### config.mk
export PLATFORM = sky130hd
export DESIGN_NAME = cphy_demapper
export DESIGN_NICKNAME = d
export VERILOG_FILES = /design/src/rtl/cphy_demapper.sv
export SDC_FILE = /design/constraint.sdc
export NUM_CORES = 1
export LEC_CHECK = 0
export ABC_AREA = 1
export BUFFER_PORTS_ARGS = -buffer_cell sky130_fd_sc_hd__buf_4
export CAP_MARGIN = 10
export CORE_MARGIN = 1.5
export CORE_UTILIZATION = 25
export DETAILED_ROUTE_END_ITERATION = 8
export GPL_TIMING_DRIVEN = 1
export SYNTH_ARGS = -nofsm -noshare
export SYNTH_HDL_FRONTEND = slang
export SYNTH_SLANG_ARGS = --single-unit
export TNS_END_PERCENT = 10
### constraint.sdc
create_clock -name Clk -period 5.38 [get_ports Clk]
set_input_delay 0.807 -clock Clk [delete_from_list [all_inputs] [get_ports Clk]]
set_output_delay 0.807 -clock Clk [all_outputs]
set_load 0.02 [all_outputs]
### src/rtl/cphy_demapper.sv
// C-PHY symbol-to-word demapper: gathers 7 serial symbols into a word, decodes
// the flip pattern into a 16-bit value, and presents it on a ready/valid output.
module cphy_demapper #(
  parameter bit CHECK_FLIPPED_ZERO = 1'b1
) (
  input  logic        Clk,
  input  logic        RstN,
  input  logic        RxSymValid,
  input  logic        RxSymFlip,
  input  logic        RxSymRotation,
  input  logic        RxSymPolarity,
  input  logic        RxSync,
  input  logic        RxDataReady,
  output logic [15:0] RxData,
  output logic        RxDataValid,
  output logic        RxCodeErr,
  output logic        RxOverflow,
  output logic        RxAligned
);

  localparam logic [0:0] ST_UNALIGNED = 1'b0;
  localparam logic [0:0] ST_COLLECT   = 1'b1;

  logic [0:0]  state_q, state_d;
  logic [2:0]  cnt_q, cnt_d;
  logic [6:0]  flips_q, flips_d;
  logic [13:0] pairs_q, pairs_d;
  logic        word_done_q, word_done_d;
  logic [6:0]  word_flips_q, word_flips_d;
  logic [13:0] word_pairs_q, word_pairs_d;
  logic [15:0] data_q, data_d;
  logic        valid_q, valid_d;
  logic        err_q, err_d;
  logic        ovf_q, ovf_d;
  logic [16:0] decoded_s;

  // Returns {code_err, data}; pair k lives in pairs[2k+1:2k] as {rotation, polarity}.
  function automatic logic [16:0] decode_word(input logic [6:0] flips,
                                              input logic [13:0] pairs);
    logic [13:0] packed_v;
    logic [2:0]  nflip_v;
    logic [2:0]  pos_v;
    logic [4:0]  n_v;
    logic [4:0]  idx_v;
    logic        bad_v;
    logic [15:0] data_v;
    int          w;
    packed_v = 14'h0000;
    nflip_v  = 3'd0;
    pos_v    = 3'd0;
    n_v      = 5'd0;
    idx_v    = 5'd0;
    bad_v    = 1'b0;
    data_v   = 16'h0000;
    w        = 0;
    for (int k = 0; k < 7; k++) begin
      if (flips[k]) begin
        nflip_v = nflip_v + 3'd1;
        pos_v   = k[2:0];
        if (CHECK_FLIPPED_ZERO && (pairs[2*k +: 2] != 2'b00)) begin
          bad_v = 1'b1;
        end else begin
          bad_v = bad_v;
        end
      end else begin
        packed_v[2*w +: 2] = pairs[2*k +: 2];
        w = w + 1;
      end
    end
    // Lexicographic index of the flipped pair (i,j); only meaningful for two flips.
    for (int a = 0; a < 6; a++) begin
      for (int b = a + 1; b < 7; b++) begin
        if (flips[a] && flips[b]) begin
          n_v = idx_v;
        end else begin
          n_v = n_v;
        end
        idx_v = idx_v + 5'd1;
      end
    end
    case (nflip_v)
      3'd0: data_v = {2'b00, pairs};
      3'd1: data_v = {4'd4 + {1'b0, pos_v}, packed_v[11:0]};
      3'd2: begin
        if (flips == 7'h60) begin
          bad_v = 1'b1;
        end else begin
          data_v = {6'h2C + {1'b0, n_v}, packed_v[9:0]};
        end
      end
      default: bad_v = 1'b1;
    endcase
    if (bad_v) begin
      data_v = 16'h0000;
    end else begin
      data_v = data_v;
    end
    return {bad_v, data_v};
  endfunction

  assign decoded_s = decode_word(word_flips_q, word_pairs_q);

  // Symbol collection and word alignment.
  always_comb begin
    state_d      = state_q;
    cnt_d        = cnt_q;
    flips_d      = flips_q;
    pairs_d      = pairs_q;
    word_done_d  = 1'b0;
    word_flips_d = word_flips_q;
    word_pairs_d = word_pairs_q;
    if (RxSymValid) begin
      if (RxSync) begin
        state_d = ST_COLLECT;
        flips_d = {6'b000000, RxSymFlip};
        pairs_d = {12'h000, RxSymRotation, RxSymPolarity};
        cnt_d   = 3'd1;
      end else if (state_q == ST_COLLECT) begin
        flips_d[cnt_q]               = RxSymFlip;
        pairs_d[{cnt_q, 1'b0} +: 2]  = {RxSymRotation, RxSymPolarity};
        if (cnt_q == 3'd6) begin
          word_done_d  = 1'b1;
          word_flips_d = flips_d;
          word_pairs_d = pairs_d;
          cnt_d        = 3'd0;
        end else begin
          cnt_d = cnt_q + 3'd1;
        end
      end else begin
        state_d = ST_UNALIGNED;
      end
    end else begin
      state_d = state_q;
    end
  end

  // Output register with ready/valid handshake; a word arriving into a stalled
  // output is dropped so the held word stays stable.
  always_comb begin
    data_d  = data_q;
    valid_d = valid_q;
    err_d   = err_q;
    ovf_d   = 1'b0;
    if (valid_q && RxDataReady) begin
      valid_d = 1'b0;
    end else begin
      valid_d = valid_q;
    end
    if (word_done_q) begin
      if (valid_q && !RxDataReady) begin
        ovf_d = 1'b1;
      end else begin
        data_d  = decoded_s[15:0];
        err_d   = decoded_s[16];
        valid_d = 1'b1;
      end
    end else begin
      ovf_d = 1'b0;
    end
  end

  // State registers.
  always_ff @(posedge Clk or negedge RstN) begin
    if (!RstN) begin
      state_q      <= ST_UNALIGNED;
      cnt_q        <= 3'd0;
      flips_q      <= 7'h00;
      pairs_q      <= 14'h0000;
      word_done_q  <= 1'b0;
      word_flips_q <= 7'h00;
      word_pairs_q <= 14'h0000;
      data_q       <= 16'h0000;
      valid_q      <= 1'b0;
      err_q        <= 1'b0;
      ovf_q        <= 1'b0;
    end else begin
      state_q      <= state_d;
      cnt_q        <= cnt_d;
      flips_q      <= flips_d;
      pairs_q      <= pairs_d;
      word_done_q  <= word_done_d;
      word_flips_q <= word_flips_d;
      word_pairs_q <= word_pairs_d;
      data_q       <= data_d;
      valid_q      <= valid_d;
      err_q        <= err_d;
      ovf_q        <= ovf_d;
    end
  end

  assign RxData      = data_q;
  assign RxDataValid = valid_q;
  assign RxCodeErr   = err_q;
  assign RxOverflow  = ovf_q;
  assign RxAligned   = (state_q == ST_COLLECT);

endmodule

==> implementation parameters <==
Parameter                              Value

STA
  Remaining max-slew budget at the tightest pin    0.398
  Fin. max-slew vios    0
  WHS    0.475 ns
  Final setup vio count    0
  Final setup skew    0.00785 ns
  Final number of hold-violating endpoints    0
  Unrepaired setup endpoints after global routing    false
  Crit share post-route    0.907
  Fmax    205 MHz
  Final critical delay including setup and external delays    ~4.9 ns
  Actual transition at the worst max-transition pin    0.903 ns
  Total negative slack    0 ns

Cells and area
  Top library cells by usage in the layout, fill and taps aside    261 x sky130_fd_sc_hd__nand2_1, 100 x sky130_fd_sc_hd__inv_1, 71 x sky130_fd_sc_hd__o21ai_0
  Non-filler instance count after layout    1172
  Number of nets in the finished design    roughly 920
  Area of the multi-input gates    0.00348 sq mm
  Final standard cell utilization of the core    0.288
  Commonest non-fill, non-tap cell in the layout    sky130_fd_sc_hd__nand2_1
  Count of fill cells added during filler insertion    roughly 2500
  Final Cell Area    0.00649 sq mm
  Ant. Diodes    0
  Post-synthesis to final-layout area growth    14.0%
  Reg area    0.00165 sq mm
  Fraction of final layout cells sized beyond drive strength 1    0.125

Drt
  Drt via density    a little under 5
  Remaining antenna violation count    0
  Iteration count of the initial detailed-routing pass    5
  DRC marker count from the first detailed-route iteration    472
  DR WL/cell    13.7 um
  DRC viols    0
  Post-Route WL    ~16000 um
  Total via count after detailed routing    ~5700

Critical path
  Arrival time at the worst endpoint    approximately 5 ns
  FF-to-FF setup slack    0.50 ns
  Path depth of the worst reg2reg path    30
  WS Path Type    reg -> reg
  Beginning of the worst register-to-register path    word_flips_q[0]
  CP startpoint kind    register
  Largest incremental delay on the critical path    0.54 ns
  Critical Path End Type    register
  Most used cell along the critical path    sky130_fd_sc_hd__nand2_1
  Worst endpoint required time    between 5 and 6 ns
  Maximum fanout along the worst path    10
  Crit-path slowest cell    sky130_fd_sc_hd__dfrtp_1
  Capture point of the worst reg-to-reg path    RxData[0]

Clocking
  Clock tree from TritonCTS    built
  Clock buffer count from CTS    9
  Root Buffer    sky130_fd_sc_hd__clkbuf_16
  H-tree Lvls    3
  Clock tree buffer depth    2
  Clk slew on worst S/H paths    ~0.060 ns
  Clk sinks    66
  CTS Hold Buffers Added    0
  Clk_lat worst skew    0.33 ns

Floorplan
  Initial standard-cell utilization of the core    0.253
  FP Rows    55
  Total Die Area    0.0237 sq mm
  Chip height    around 150 um
  Boundary pin count    28
  Core region area    between 0.02 and 0.025 sq mm
  DIE WIDTH    154 um

Logic synthesis
  Post-synth net total    about 900
  Yosys warnings    0
  Instance count of the mapped netlist    865
  Fraction of the yosys area taken by sequential cells    0.290
  Async set-reset flop share out of synthesis    1.00
  Leading register cell type out of synthesis    sky130_fd_sc_hd__dfrtp_1
  Netlist cell types    55
  Post-synthesis register bit count    66
  Count of flip-flops with a built-in enable after synthesis    0
  Average footprint of a synthesized cell    between 6 and 7 sq um
  Mapped Area    0.00570 sq mm

Global routing
  Maximum number of pins on one net before global-route repair    67
  Global router's overall resource usage    0.138
  Via count of the first global-routing pass    roughly 5200
  First-pass GRT wire length    26600 um
  Number of antenna violations at the first check in global routing    0
  Overall overflow remaining after global route    0

Status
  Run status    completed

Place
  HPWL after DPL    12500 um
  RePlAce Congestion    0.901
  Cell count after placement    1157
  Number of I/O port buffers    27
  Placed instance area    between 0.006 and 0.007 sq mm

Hold path
  Hold Path Stages    2
  WHS Endpoint    RxData[8]
  Startpoint of the worst hold path    RxData[8]
  Hold WC Path Type    reg -> reg

Power
  Worst IR Drop VDD    0.249 mV
  Static leakage    approximately 3.2 nW
  Power per Cell Area    601 mW/mm^2

Run
  Total of max-cap violations    0
==> metal layers <==
layer,track usage,vias up,wire length [um]
met4,0.0379,0,313
met3,0.0175,28,732
met5,0,-,0
met1,0.191,2636,7660
met2,0.225,157,7380
li1,-,2878,-
==> cell usage after synthesis (8+ instances only) <==
master / instances / area (sq um)
sky130_fd_sc_hd__nand2_2: 16 / 100
sky130_fd_sc_hd__nand2_4: 9 / 101
sky130_fd_sc_hd__nand2_1: 261 / 980
sky130_fd_sc_hd__inv_2: 12 / 45.0
sky130_fd_sc_hd__inv_1: 100 / 375
sky130_fd_sc_hd__nor2_1: 57 / 214
sky130_fd_sc_hd__a21oi_1: 26 / 130
sky130_fd_sc_hd__nand3_1: 56 / 280
sky130_fd_sc_hd__o211ai_1: 8 / 60.1
sky130_fd_sc_hd__nand4_1: 19 / 119
sky130_fd_sc_hd__o21ai_0: 71 / 355
sky130_fd_sc_hd__dfrtp_1: 66 / 1650
sky130_fd_sc_hd__ha_1: 25 / 313
sky130_fd_sc_hd__nor3_1: 28 / 140
sky130_fd_sc_hd__o22ai_1: 21 / 131
sky130_fd_sc_hd__clkbuf_1: 18 / 67.6
==> worst max-delay path, delay by kind of cell (launching register included) <==
| kind | cells | cell delay [ns] |
|---|---|---|
| compound gates | 1 | 0.06 |
| flops | 1 | 0.54 |
| fa+ha+maj | 5 | 1.57 |
| simple gates | 19 | 2.10 |
| buf+inv | 5 | 0.50 |
==> final cells by class <==
cell class / instances / area share
clock inverters: 6 / 0.0143
repair buffers: 32 / 0.0370
flip-flops and latches: 66 / 0.255
inverters: 116 / 0.0682
multi-input cells: 658 / 0.536
clock buffers: 9 / 0.0347
well taps: 285 / 0.0549
==> cells by family after synthesis <==
family / count (synthesis) / share of synthesized area
XOR/XNOR: 6 / 0.0105
buffers and inverters: 141 / 0.0993
AO/OA/AOI/OAI: 153 / 0.154
other: 1 / 0.000658
AND/OR/NAND/NOR: 472 / 0.387
flip-flops: 66 / 0.290
adder cells (fa/ha/maj): 26 / 0.0584
==> flip-flops by register name, summed over array words and instances, names as in the netlist <==
signal        flops
RxData           16
RxCodeErr         1
pairs_q          14
RxAligned         1
word_done_q       1
word_flips_q      7
cnt_q             3
flips_q           7
RxOverflow        1
RxDataValid       1
word_pairs_q     14
==> worst max-delay path by stage <==
stage,startpoint,depth (start not counted),to,slack (ns)
detailed placement,word_flips_q[1],30,RxData[0],0.47
CTS,word_flips_q[1],30,RxData[0],0.46
global placement,word_flips_q[1],30,RxData[1],0.66
floorplan,word_flips_q[1],32,RxData[1],0.94
finish,word_flips_q[0],30,RxData[0],0.50
global route,word_flips_q[0],30,RxData[1],0.02
==> metrics by stage <==
stage / total power (W) / worst slack [ns]
6_report: 0.00390 / 0.499
5_1_grt: 0.00430 / 0.0247
4_1_cts: 0.00389 / 0.464
3_5_place_dp: 0.00325 / 0.475
3_3_place_gp: 0.00324 / 0.660
2_1_floorplan: 0.00270 / 0.936
==> timing repair <==
action	CTS	global route
endpoints found under the setup margin	0	3
setup buffers	0	0
resized for setup	0	2
==> report_power, final <==
group	total (W)	internal (W)	switching, W
clock network	0.000625	0.000404	0.000221
logic	0.00261	0.000799	0.00181
registers	0.000661	0.000547	0.000114
(Power assumes the default switching activity.)
